==> src/rtl/mouse_master_sm.sv <==
// PS/2 mouse host controller: power-up handshake (0xFF reset, 0xFA/0xAA/0x00,
// 0xF4 enable, 0xFA) followed by 3-byte movement packet parsing with a
// one-cycle interrupt per packet.
// Optional build macro MOUSE_RESP_TIMEOUT_EN adds a response watchdog of
// TIMEOUT_CYCLES clock cycles on the waiting states.
module mouse_master_sm #(
   parameter int unsigned TIMEOUT_CYCLES = 5000000
) (
   input  logic       CLK,
   input  logic       RESET,
   output logic       SEND_BYTE,
   output logic [7:0] BYTE_TO_SEND,
   input  logic       BYTE_SENT,
   output logic       READ_ENABLE,
   input  logic [7:0] BYTE_READ,
   input  logic [1:0] BYTE_ERROR_CODE,
   input  logic       BYTE_READY,
   output logic [7:0] MOUSE_STATUS,
   output logic [7:0] MOUSE_DX,
   output logic [7:0] MOUSE_DY,
   output logic       SEND_INTERRUPT,
   output logic       INIT_DONE
);

   localparam int unsigned ST_W   = 4;
   localparam int unsigned BYTE_W = 8;

   localparam logic [ST_W-1:0] S_SEND_FF      = 4'd0;
   localparam logic [ST_W-1:0] S_WAIT_SENT_FF = 4'd1;
   localparam logic [ST_W-1:0] S_WAIT_FA      = 4'd2;
   localparam logic [ST_W-1:0] S_WAIT_AA      = 4'd3;
   localparam logic [ST_W-1:0] S_WAIT_ID      = 4'd4;
   localparam logic [ST_W-1:0] S_SEND_F4      = 4'd5;
   localparam logic [ST_W-1:0] S_WAIT_SENT_F4 = 4'd6;
   localparam logic [ST_W-1:0] S_WAIT_FA2     = 4'd7;
   localparam logic [ST_W-1:0] S_B1           = 4'd8;
   localparam logic [ST_W-1:0] S_B2           = 4'd9;
   localparam logic [ST_W-1:0] S_B3           = 4'd10;
   localparam logic [ST_W-1:0] S_INT          = 4'd11;

   localparam logic [BYTE_W-1:0] CMD_RESET   = 8'hFF;
   localparam logic [BYTE_W-1:0] CMD_ENABLE  = 8'hF4;
   localparam logic [BYTE_W-1:0] RSP_ACK     = 8'hFA;
   localparam logic [BYTE_W-1:0] RSP_BAT_OK  = 8'hAA;
   localparam logic [BYTE_W-1:0] RSP_ID      = 8'h00;
   localparam int unsigned       SYNC_BIT    = 3;

   // Reject a watchdog limit that cannot produce a sensible count
   if (TIMEOUT_CYCLES < 2) begin : g_timeout_check
      $error("mouse_master_sm: TIMEOUT_CYCLES must be at least 2");
   end

   logic [ST_W-1:0]   state_q;
   logic [ST_W-1:0]   state_nxt;

   logic [BYTE_W-1:0] status_q;
   logic [BYTE_W-1:0] dx_q;
   logic [BYTE_W-1:0] dy_q;
   logic [BYTE_W-1:0] status_nxt;
   logic [BYTE_W-1:0] dx_nxt;
   logic [BYTE_W-1:0] dy_nxt;

   logic              send_byte_nxt;
   logic [BYTE_W-1:0] byte_to_send_nxt;
   logic              read_enable_nxt;
   logic              init_done_nxt;
   logic              send_interrupt_nxt;
   logic [BYTE_W-1:0] mouse_status_nxt;
   logic [BYTE_W-1:0] mouse_dx_nxt;
   logic [BYTE_W-1:0] mouse_dy_nxt;

   logic              good_byte_c;
   logic              bad_byte_c;
   logic              timeout_c;

   // Classify a received byte: any nonzero error code makes it bad
   always_comb begin
      good_byte_c = BYTE_READY && (BYTE_ERROR_CODE == 2'b00);
      bad_byte_c  = BYTE_READY && (BYTE_ERROR_CODE != 2'b00);
   end

`ifdef MOUSE_RESP_TIMEOUT_EN
   localparam int unsigned TMR_W = (TIMEOUT_CYCLES > 2) ? $clog2(TIMEOUT_CYCLES) : 1;

   logic [TMR_W-1:0] tmr_q;
   logic             tmr_run_c;

   // Watchdog runs only while waiting on the transmitter or the device;
   // S_B1 is left out so an idle mouse does not force a re-init
   always_comb begin
      tmr_run_c = (state_q inside {S_WAIT_SENT_FF, S_WAIT_FA, S_WAIT_AA, S_WAIT_ID,
                                   S_WAIT_SENT_F4, S_WAIT_FA2, S_B2, S_B3});
      timeout_c = tmr_run_c && (tmr_q == TMR_W'(TIMEOUT_CYCLES - 1));
   end

   // Watchdog counter restarts on every state change
   always_ff @(posedge CLK) begin
      if (RESET) begin
         tmr_q <= '0;
      end else if (state_nxt != state_q) begin
         tmr_q <= '0;
      end else if (tmr_run_c) begin
         tmr_q <= tmr_q + TMR_W'(1);
      end
   end
`else
   assign timeout_c = 1'b0;
`endif

   // State register
   always_ff @(posedge CLK) begin
      if (RESET) begin
         state_q <= S_SEND_FF;
      end else begin
         state_q <= state_nxt;
      end
   end

   // Next-state and next-output logic
   always_comb begin
      state_nxt          = state_q;
      send_byte_nxt      = 1'b0;
      byte_to_send_nxt   = BYTE_TO_SEND;
      send_interrupt_nxt = 1'b0;
      status_nxt         = status_q;
      dx_nxt             = dx_q;
      dy_nxt             = dy_q;
      mouse_status_nxt   = MOUSE_STATUS;
      mouse_dx_nxt       = MOUSE_DX;
      mouse_dy_nxt       = MOUSE_DY;
      read_enable_nxt    = 1'b0;
      init_done_nxt      = 1'b0;

      case (state_q)
         S_SEND_FF: begin
            send_byte_nxt    = 1'b1;
            byte_to_send_nxt = CMD_RESET;
            state_nxt        = S_WAIT_SENT_FF;
         end
         S_WAIT_SENT_FF: begin
            if (BYTE_SENT) begin
               state_nxt = S_WAIT_FA;
            end else if (timeout_c) begin
               state_nxt = S_SEND_FF;
            end
         end
         S_WAIT_FA: begin
            if (BYTE_READY) begin
               state_nxt = (good_byte_c && (BYTE_READ == RSP_ACK)) ? S_WAIT_AA : S_SEND_FF;
            end else if (timeout_c) begin
               state_nxt = S_SEND_FF;
            end
         end
         S_WAIT_AA: begin
            if (BYTE_READY) begin
               state_nxt = (good_byte_c && (BYTE_READ == RSP_BAT_OK)) ? S_WAIT_ID : S_SEND_FF;
            end else if (timeout_c) begin
               state_nxt = S_SEND_FF;
            end
         end
         S_WAIT_ID: begin
            if (BYTE_READY) begin
               state_nxt = (good_byte_c && (BYTE_READ == RSP_ID)) ? S_SEND_F4 : S_SEND_FF;
            end else if (timeout_c) begin
               state_nxt = S_SEND_FF;
            end
         end
         S_SEND_F4: begin
            send_byte_nxt    = 1'b1;
            byte_to_send_nxt = CMD_ENABLE;
            state_nxt        = S_WAIT_SENT_F4;
         end
         S_WAIT_SENT_F4: begin
            if (BYTE_SENT) begin
               state_nxt = S_WAIT_FA2;
            end else if (timeout_c) begin
               state_nxt = S_SEND_FF;
            end
         end
         S_WAIT_FA2: begin
            if (BYTE_READY) begin
               state_nxt = (good_byte_c && (BYTE_READ == RSP_ACK)) ? S_B1 : S_SEND_FF;
            end else if (timeout_c) begin
               state_nxt = S_SEND_FF;
            end
         end
         S_B1: begin
            // Only a byte with the always-one status bit can start a packet
            if (good_byte_c && BYTE_READ[SYNC_BIT]) begin
               status_nxt = BYTE_READ;
               state_nxt  = S_B2;
            end
         end
         S_B2: begin
            if (good_byte_c) begin
               dx_nxt    = BYTE_READ;
               state_nxt = S_B3;
            end else if (bad_byte_c || timeout_c) begin
               state_nxt = S_B1;
            end
         end
         S_B3: begin
            if (good_byte_c) begin
               dy_nxt    = BYTE_READ;
               state_nxt = S_INT;
            end else if (bad_byte_c || timeout_c) begin
               state_nxt = S_B1;
            end
         end
         S_INT: begin
            mouse_status_nxt   = status_q;
            mouse_dx_nxt       = dx_q;
            mouse_dy_nxt       = dy_q;
            send_interrupt_nxt = 1'b1;
            state_nxt          = S_B1;
         end
         default: begin
            state_nxt = S_SEND_FF;
         end
      endcase

      // Level outputs follow the state being entered so they line up with it
      read_enable_nxt = (state_nxt inside {S_WAIT_FA, S_WAIT_AA, S_WAIT_ID, S_WAIT_FA2,
                                           S_B1, S_B2, S_B3, S_INT});
      init_done_nxt   = (state_nxt inside {S_B1, S_B2, S_B3, S_INT});
   end

   // Output and packet holding registers
   always_ff @(posedge CLK) begin
      if (RESET) begin
         SEND_BYTE      <= 1'b0;
         BYTE_TO_SEND   <= '0;
         READ_ENABLE    <= 1'b0;
         INIT_DONE      <= 1'b0;
         SEND_INTERRUPT <= 1'b0;
         MOUSE_STATUS   <= '0;
         MOUSE_DX       <= '0;
         MOUSE_DY       <= '0;
         status_q       <= '0;
         dx_q           <= '0;
         dy_q           <= '0;
      end else begin
         SEND_BYTE      <= send_byte_nxt;
         BYTE_TO_SEND   <= byte_to_send_nxt;
         READ_ENABLE    <= read_enable_nxt;
         INIT_DONE      <= init_done_nxt;
         SEND_INTERRUPT <= send_interrupt_nxt;
         MOUSE_STATUS   <= mouse_status_nxt;
         MOUSE_DX       <= mouse_dx_nxt;
         MOUSE_DY       <= mouse_dy_nxt;
         status_q       <= status_nxt;
         dx_q           <= dx_nxt;
         dy_q           <= dy_nxt;
      end
   end

endmodule

==> config.mk <==
export PLATFORM = sky130hd
export DESIGN_NAME = mouse_master_sm
export DESIGN_NICKNAME = d
export VERILOG_FILES = /design/src/rtl/mouse_master_sm.sv
export SDC_FILE = /design/constraint.sdc
export NUM_CORES = 1
export LEC_CHECK = 0
export ABC_AREA = 1
export BUFFER_PORTS_ARGS = -buffer_cell sky130_fd_sc_hd__buf_4
export CORE_ASPECT_RATIO = 1.25
export CORE_MARGIN = 4
export CORE_UTILIZATION = 43
export CTS_CLUSTER_DIAMETER = 200
export DETAILED_ROUTE_END_ITERATION = 6
export PLACE_DENSITY = 0.68
export SYNTH_ARGS = -nofsm -noshare
export SYNTH_HDL_FRONTEND = slang
export SYNTH_SLANG_ARGS = --single-unit
==> constraint.sdc <==
create_clock -name CLK -period 1.3 [get_ports CLK]
set_input_delay 0.26 -clock CLK [delete_from_list [all_inputs] [get_ports CLK]]
set_output_delay 0.26 -clock CLK [all_outputs]
set_load 0.005 [all_outputs]
==> results of run 1 <==
[final timing paths]
| path | to | slack (ps) | cells past startpoint |
|---|---|---|---|
| setup / recovery | dy_q[1]$_SDFFE_PP0P_ | -80 | 7 |
| hold / removal | state_q[0]$_SDFF_PP0_ | 90 | 2 |
| setup reg to reg | dy_q[1]$_SDFFE_PP0P_ | -80 | 7 |
| hold reg to reg | status_q[3]$_SDFFE_PP0P_ | 460 | 2 |
[metal layers]
layer / routed length [um] / global-route usage
met1: 2650 / 0.234
met3: 423 / 0.0646
met4: 159 / 0.0846
met5: 0 / 0
met2: 3030 / 0.300
[cells by family after synthesis]
logic type / synth area share
AOI/OAI and AO/OA: 0.174
buffers and inverters: 0.0882
DFF: 0.499
and+or+nand+nor: 0.239
[sequential cells by signal, summed over array words and instances (netlist names)]
register	cells
BYTE_TO_SEND	2
INIT_DONE	1
MOUSE_DX	8
MOUSE_DY	8
MOUSE_STATUS	8
READ_ENABLE	1
SEND_BYTE	1
SEND_INTERRUPT	1
dx_q	8
dy_q	8
state_q	4
status_q	8
[cells in the mapped netlist]
| cell | count |
|---|---|
| clkbuf_1 | 7 |
| inv_1 | 22 |
| a21oi_1 | 20 |
| nor3_4 | 1 |
| nor2_2 | 2 |
| nor3_1 | 4 |
| nand3_1 | 8 |
| o21bai_1 | 1 |
| buf_2 | 2 |
| nor2_1 | 84 |
| nand2_1 | 34 |
| o221ai_1 | 1 |
| buf_4 | 9 |
| a31oi_1 | 1 |
| dfxtp_1 | 58 |
| a211oi_1 | 8 |
| o22ai_1 | 1 |
| o21ai_1 | 3 |
| inv_2 | 4 |
| nand4_1 | 3 |
| buf_1 | 1 |
| o21ai_0 | 40 |
| and2_1 | 1 |
[per-stage QoR]
stage / worst slack, ps / hold WS (ps) / power (mW)
floorplan: 30.0 / 430 / 2.01
global placement: -112 / 443 / 2.18
detailed placement: -157 / 456 / 2.18
CTS: -33.9 / 83.0 / 3.60
global route: -165 / 79.9 / 3.76
finish: -81.9 / 93.8 / 3.61
[power by group through the flow]
stage	Sequential [mW]	Combinational, mW	Clock [mW]
finish	1.82	0.360	1.43
floorplan	1.85	0.160	0
CTS	1.82	0.326	1.45
detailed placement	1.86	0.325	0
global route	1.82	0.393	1.54
global placement	1.86	0.319	0
[area by class of cell]
type,instances,area (sq um)
fillers,449,1780
flip-flops and latches,58,1170
multi-input cells,212,1080
repair buffers,89,744
clock buffers,14,153
inverters,26,110
well taps,62,77.6
clock inverters,2,12.5
repair inverters,2,12.5
[timing repair]
item	CTS	global route
setup endpoints to repair	48	51
cloned	1	2
gates resized for setup	12	43
endpoints found under the hold margin	0	0
pin swaps	3	16
setup buffers	1	4
==> results.md, run 1 <==
- Status: finished, violations left
- Failing checks: negative setup slack
- Initial Util: 0.452
- Die width: 73.8 um
- Most used cell, CP: buf_6
- TritonCTS clock tree: yes
- Yosys Warn Count: 0
- Critical path, cell by cell: buf_6 > nand2_8 > buf_6 > nor3_4 > buf_12 > nor2_1 > a211oi_1
- Critical Path Max Stage Delay: 380 ps
- Post-Synthesis Cell Area: 2330 sq um
- Area Growth Syn to Fin: 44.7%
- Clock sinks: 58
- Logic pwr share: 0.100
- Min Clock Period, post-route: 1380 ps
- Synth area leaders: dfxtp_1 (50%), nor2_1 (14%), o21ai_0 (8.6%)
- Total Routed Length: 6.27 mm
- # hold bufs at CTS: 0
- Yosys reg bits: 58
- Largest net degree at the start of global routing: 31
- First DRT Iteration DRCs: 155
- Number of global-route vias before repair: 2,160
- Fin. Hold Viols: 0
- Final GP Congestion: 0.878
- Slew @ Worst Pin: 242 ps
- Max-cap violations: 0
- Clock group share of total power: 0.396
- Global-route wire length before repair: 9.96 mm
- Worst path required time: 1550 ps
- Post-DP Area: 2960 sq um
- Syn_nets: 329
- Post-route clock period utilization: 1.06
- HPWL Detailed: 4.12 mm
- GRT overflow: 0
- CTS buffer count: 9
- Non-Filler Instances: 465
- H-tree Lvls: 3
- Drt first pass iters: 4
- Dpl cells: 441
- RSZ-0062 raised after global routing: yes
- Core area: 5150 sq um
- Crit end category: flip-flop
- Share of cells above drive strength 1: 0.350
- Kind of critical path: reg -> reg
- Sequential Power Share: 0.504
- Slew headroom: 0.837
- Clock skew: 3.06 ps
- Syn Inst Count: 315
- Hold_sp: RESET
- CP arrival: 1630 ps
- Fmax: 724 MHz
- Net Sw Power: 0.898 mW
- Die area: 6660 sq um
- Synth top area share: 0.499
- Routed Antenna Nets: 0
- Cell family with most CP delay: buffers and inverters
- Via count: 2,311
- Worst path slowest cell: dfxtp_4
- Max Root-Sink Buffers: 2
- Most frequent cells in the layout: buf_4 (80), nor2_1 (75), dfxtp_1 (54)
- Most common cell after layout, fill and taps aside: buf_4
- Global Route Usage Sum: 0.192
- Setup TNS: -591 ps
- Buf/Inv on CP: 3
- Max Slew Vio Count: 0
- P_leak: 1.63 nW
- Peak supply drop: 0.638 mV
- # setup viols final: 9
- Critical path fanouts, max: 8
- Final WS setup: -81.9 ps
- Start of the worst register-to-register path: state_q[3]$_SDFF_PP0_
- Worst min-delay path class: in -> reg
- Sequential share of the synthesized area: 0.499
- Clock-pin slew on the worst setup and hold paths: 60 ps
- Cell variety after synth: 23
- Startpoint types: flip-flop
- Diodes inserted: 0
- Fin area: 3370 sq um
- Post-synth top area cell: dfxtp_1
- Initial antenna violation count: 0
- Number of nets in the layout: 412
- Pint: 2.71 mW
- Root buffer cell: clkbuf_8
- Post-route DRC violation count: 0
- Syn Area/Cell: 7.39 sq um
- Die height: 90.3 um
- Critical path launch point: state_q[3]$_SDFF_PP0_
- PwrDens: 1070 nW/um^2
- Row count: 29
- DR WL/cell: 13.5 um
- Port Buffers: 49
- DR vias/cell: 4.97
- Final core utilization: 0.654
- Clk Latency, worst-skew pair: 340 ps
- I/O Pins: 50
- Switching part of the total power: 0.249
(Power assumes the default switching activity.)
==> run 2, diff against run 1 <==
Settings changed: CELL_PAD_IN_SITES_DETAIL_PLACEMENT from default to 0, CELL_PAD_IN_SITES_GLOBAL_PLACEMENT from default to 1, CORE_UTILIZATION 43 to 38, PLACE_DENSITY 0.68 to default, PLACE_DENSITY_LB_ADDON from default to 0.1.
Clock period 1.3 ns to 1.5 ns, I/O delays scaled along.
==> run 2 against run 1 <==
- the run now ends clean
- critical path depth increased by 2
- sequential cell count unchanged
- routed wire length decreased by 3.4%
- core utilization decreased by 12 points
- critical endpoint is now READ_ENABLE$_SDFF_PP0_
- register-to-register slack improved by 190 ps
- fmax decreased by 0.79%
- highest routed layer unchanged
- sequential share of layout area increased by 2.5 points
- global-route usage decreased by 1.5 points
==> results.md, run 2 (synthesis gave the netlist of run 1 again) <==
- Share of cells above drive strength 1: 0.287
- Max Slew Vio Count: 0
- Fin area: 3150 sq um
- Initial antenna violation count: 0
- Max Root-Sink Buffers: 2
- HPWL Detailed: 4.42 mm
- CP arrival: 1620 ps
- Critical path, cell by cell: inv_4 > nor2_1 > buf_4 > o21ai_1 > nand3_1 > o21bai_1 > nand3_1 > nand2_1 > nor2_1
- Routed Antenna Nets: 0
- Max-cap violations: 0
- Clock-pin slew on the worst setup and hold paths: 70 ps
- Dpl cells: 450
- PwrDens: 1030 nW/um^2
- Row count: 31
- Most common cell after layout, fill and taps aside: nor2_1
- Worst path slowest cell: dfxtp_4
- I/O Pins: 50
- Die width: 78.0 um
- Non-Filler Instances: 465
- Number of gates resized after cts: 0
- Via count: 2,178
- Clock sinks: 58
- Total Routed Length: 6.06 mm
- Final GP Congestion: 0.846
- Most frequent cells in the layout: nor2_1 (81), buf_4 (70), dfxtp_1 (54)
- Slew @ Worst Pin: 288 ps
- TritonCTS clock tree: yes
- Status: finished clean
- Diodes inserted: 0
- Final Power: 3.25 mW
- RSZ-0062 raised after global routing: no
- # setup viols final: 0
- Fin. Hold Viols: 0
- Initial Util: 0.397
- Post-route clock period utilization: 0.929
- Die height: 95.5 um
- Pre-CTS setup slack: -26.6 ps
- Multi-input logic area: 1010 sq um
- Area Growth Syn to Fin: 35.4%
- Post-route DRC violation count: 0
- CTS buffer count: 9
- P_leak: 1.51 nW
- Number of global-route vias before repair: 2,140
- Crit end category: flip-flop
- Core area: 5860 sq um
- H-tree Lvls: 3
- Critical Path Max Stage Delay: 380 ps
- Peak supply drop: 0.493 mV
- Clock skew: 6.95 ps
- Clk Latency, worst-skew pair: 330 ps
- Min Clock Period, post-route: 1390 ps
- Global Route Usage Sum: 0.177
- Largest net degree at the start of global routing: 33
- # hold bufs at CTS: 0
- Startpoint types: flip-flop
- Final WS setup: 107 ps
- Worst path required time: 1730 ps
- Filler Cell Count: 624
- Post-DP Area: 2890 sq um
- Critical path fanouts, max: 5
- Global-route wire length before repair: 10.2 mm
- Worst min-delay path class: in -> reg
- Slew headroom: 0.808
- Kind of critical path: reg -> reg
- Die area: 7450 sq um
- DR WL/cell: 13.0 um
- Drt first pass iters: 4
- Number of nets in the layout: 393
- Root buffer cell: clkbuf_8
- Postcts setup bufs: 0
- Fmax: 718 MHz
- Port Buffers: 49
- GRT overflow: 0
- First DRT Iteration DRCs: 93
- Reg area: 1180 sq um
- DR vias/cell: 4.68
[run 2: changes by cell type in the layout (fill, tap and decap cells not counted), sizes merged]
cell / previous run / this run
clkinv: 3 / 2
inv: 25 / 26
buf: 89 / 72
clkbuf: 14 / 10
bufinv: 0 / 1
[run 2: critical path: cells and delay by family (launching register included)]
family | cells | cell delay [ps]
buf+inv | 2 | 200
compound gates | 2 | 340
flops | 1 | 380
simple gates | 5 | 360
[run 2: layout make-up]
cell class / count / area share
clock buffer: 10 / 0.0437
clock inverter: 5 / 0.0175
inverter: 26 / 0.0326
multi-input combinational: 212 / 0.321
sequential: 58 / 0.373
tap: 82 / 0.0326
timing repair buffer: 72 / 0.180
[run 2: per-layer routing]
metal | GRT usage | share of wire | up-vias
met1 | 0.202 | 0.44 | 969
met3 | 0.0473 | 0.051 | 11
li1 | - | - | 1144
met5 | 0 | 0 | -
met2 | 0.311 | 0.49 | 54
met4 | 0.0773 | 0.022 | 0
[run 2: path summary, 6_finish.rpt]
check	start	endpoint	slack (ps)	cells after the start
setup reg to reg	state_q[1]$_SDFF_PP0_	READ_ENABLE$_SDFF_PP0_	110	9
hold reg to reg	status_q[3]$_SDFFE_PP0P_	MOUSE_STATUS[3]$_SDFFE_PP0P_	460	2
setup / recovery	state_q[1]$_SDFF_PP0_	READ_ENABLE$_SDFF_PP0_	110	9
hold / removal	RESET	dy_q[1]$_SDFFE_PP0P_	200	2
[run 2: per-stage QoR]
step                hold WS, ps  setup TNS (ps)   util
floorplan                   430               0      -
global placement            450            -159  0.493
detailed placement          447            -161  0.493
CTS                         191               0  0.526
global route                207               0  0.538
finish                      204               0  0.538
[run 2: where the power goes]
group	internal (mW)	total, mW	switching [mW]
registers	1.55	1.57	0.0203
logic	0.127	0.268	0.141
clock network	0.796	1.41	0.609
==> run 3, diff against run 2 <==
Settings changed: PLACE_DENSITY_LB_ADDON 0.1 to 0.05.
==> run 3 against run 2 <==
- count of clock-buffer cells in the layout is 1 higher
- design area down 1.3%
- highest routed layer unchanged
- setup slack improved by 21 ps
- clock skew rose by 2.8 ps
==> results.md, run 3 (synthesis gave the netlist of run 1 again) <==
- Status: finished clean
- Total Routed Length: 5.93 mm
- Dpl cells: 447
- Via count: 2,151
- HPWL Detailed: 4.34 mm
- Share of cells above drive strength 1: 0.265
- # setup viols final: 0
- CP arrival: 1640 ps
- CTS buffer count: 9
- Critical path fanouts, max: 6
- Fin area: 3110 sq um
- Worst r2r path cells: 9
- Hold Path Depth: 2
- Hold_sp: RESET
- # hold bufs at CTS: 0
- R2R Setup Slk: 130 ps
- Routed Antenna Nets: 0
- Port Buffers: 49
- GRT overflow: 0
- Post-route clock period utilization: 0.914
- Kind of critical path: reg -> reg
- Switching part of the total power: 0.222
- Critical Path Max Stage Delay: 370 ps
- TritonCTS clock tree: yes
- I/O Pins: 50
- Slew @ Worst Pin: 248 ps
- PwrDens: 1090 nW/um^2
- Area Growth Syn to Fin: 33.7%
- Max Slew Vio Count: 0
- Initial antenna violation count: 0
- Max-cap violations: 0
- Die height: 95.5 um
- Clock sinks: 58
- Slew headroom: 0.833
- Final GP Congestion: 0.832
- Most common cell after layout, fill and taps aside: nor2_1
- Sequential Power Share: 0.462
- Clock-pin slew on the worst setup and hold paths: 70 ps
- Max Root-Sink Buffers: 2
- Clock group share of total power: 0.462
- Die width: 78.0 um
- Most used cell, CP: nand2_1
- Post-DP Area: 2850 sq um
- Global Route Usage Sum: 0.175
- Worst path slowest cell: dfxtp_4
- DR vias/cell: 4.65
- DR WL/cell: 12.8 um
- Net Sw Power: 0.756 mW
- Global-route wire length before repair: 10.1 mm
- H-tree Lvls: 3
- Clock skew: 9.73 ps
- Fin. Hold Viols: 0
- Final core utilization: 0.531
- Reg-to-reg endpoint: READ_ENABLE$_SDFF_PP0_
- Post-route DRC violation count: 0
- Root buffer cell: clkbuf_8
- Diodes inserted: 0
- Peak supply drop: 0.575 mV
- Number of nets in the layout: 391
- Largest net degree at the start of global routing: 29
- Buf/Inv on CP: 1
- Cell family with most CP delay: simple AND/OR/NAND/NOR gates
- Worst min-delay path class: in -> reg
- Initial Util: 0.397
- Start of the worst register-to-register path: state_q[0]$_SDFF_PP0_
- Row count: 31
- Startpoint types: flip-flop
- First DRT Iteration DRCs: 105
- Non-Filler Instances: 463
- P_leak: 1.50 nW
- Setup TNS: 0 ps
- Drt first pass iters: 4
- Core area: 5860 sq um
- Fmax: 729 MHz
- Crit end category: flip-flop
- Clk Latency, worst-skew pair: 330 ps
- Critical path, cell by cell: inv_2 > nor2_4 > nand2_1 > nand2_1 > nor3_1 > nand3_1 > nand3_1 > nand2_1 > nor2_1
- Number of global-route vias before repair: 2,118
- Die area: 7450 sq um
- Hold endpoint: state_q[3]$_SDFF_PP0_
- Logic pwr share: 0.075
- Min Clock Period, post-route: 1370 ps
- Pint: 2.65 mW
- Worst path required time: 1760 ps
- Most frequent cells in the layout: nor2_1 (81), buf_4 (69), dfxtp_1 (54)
## run 3: changes by cell type in the layout (fill, tap and decap cells not counted), moves of 2 or more
cell and delta:
nand2_1 +2, inv_1 +2, nand2_4 -2, inv_4 -2, clkinv_2 -2
## run 3: layout make-up
| cell class | count | area [sq um] |
|---|---|---|
| fill | 606 | 2750 |
| tap | 82 | 103 |
| inverter | 26 | 97.6 |
| clock inverter | 4 | 76.3 |
| multi-input combinational | 212 | 981 |
| sequential | 58 | 1170 |
| timing repair buffer | 70 | 538 |
| clock buffer | 11 | 141 |
## run 3: how the worst max path moves through the flow
stage	cells past startpoint	slack, ps	start	to
4_1_cts	11	10	state_q[3]$_SDFF_PP0_	READ_ENABLE$_SDFF_PP0_
2_1_floorplan	9	230	state_q[2]$_SDFF_PP0_	READ_ENABLE$_SDFF_PP0_
5_1_grt	7	-10	state_q[2]$_SDFF_PP0_	dx_q[4]$_SDFFE_PP0P_
3_5_place_dp	13	8	BYTE_READ[2]	READ_ENABLE$_SDFF_PP0_
6_report	9	130	state_q[0]$_SDFF_PP0_	READ_ENABLE$_SDFF_PP0_
3_3_place_gp	9	-10	BYTE_ERROR_CODE[1]	READ_ENABLE$_SDFF_PP0_
## run 3: repair_timing
action | in CTS | in global routing
endpoints found under the setup margin | 0 | 17
resized for setup | 0 | 14
buffers inserted | 0 | 1
## run 3: power groups by stage
stage	combinational [mW]	sequential [mW]	clock (mW)
after CTS	0.257	1.57	1.63
after global placement	0.255	1.61	0
after detailed placement	0.256	1.61	0
final	0.257	1.57	1.57
after floorplan	0.138	1.61	0
after global routing	0.287	1.58	1.68
## run 3: per-stage QoR
stage	total power, mW	hold WS [ps]	setup WS (ps)
6_report	3.40	203	128
4_1_cts	3.46	197	14.9
3_5_place_dp	1.86	447	7.60
2_1_floorplan	1.75	430	230
5_1_grt	3.54	203	-9.67
3_3_place_gp	1.86	447	-13.3
## run 3: per-layer routing
layer  global-route usage  wire length [um]  vias to the layer above
li1                     -                 -                     1148
met1                0.216              2730                      950
met2                0.294              2890                       47
met3               0.0312               247                        6
met4               0.0875                68                        0
met5                    0                 0                        -
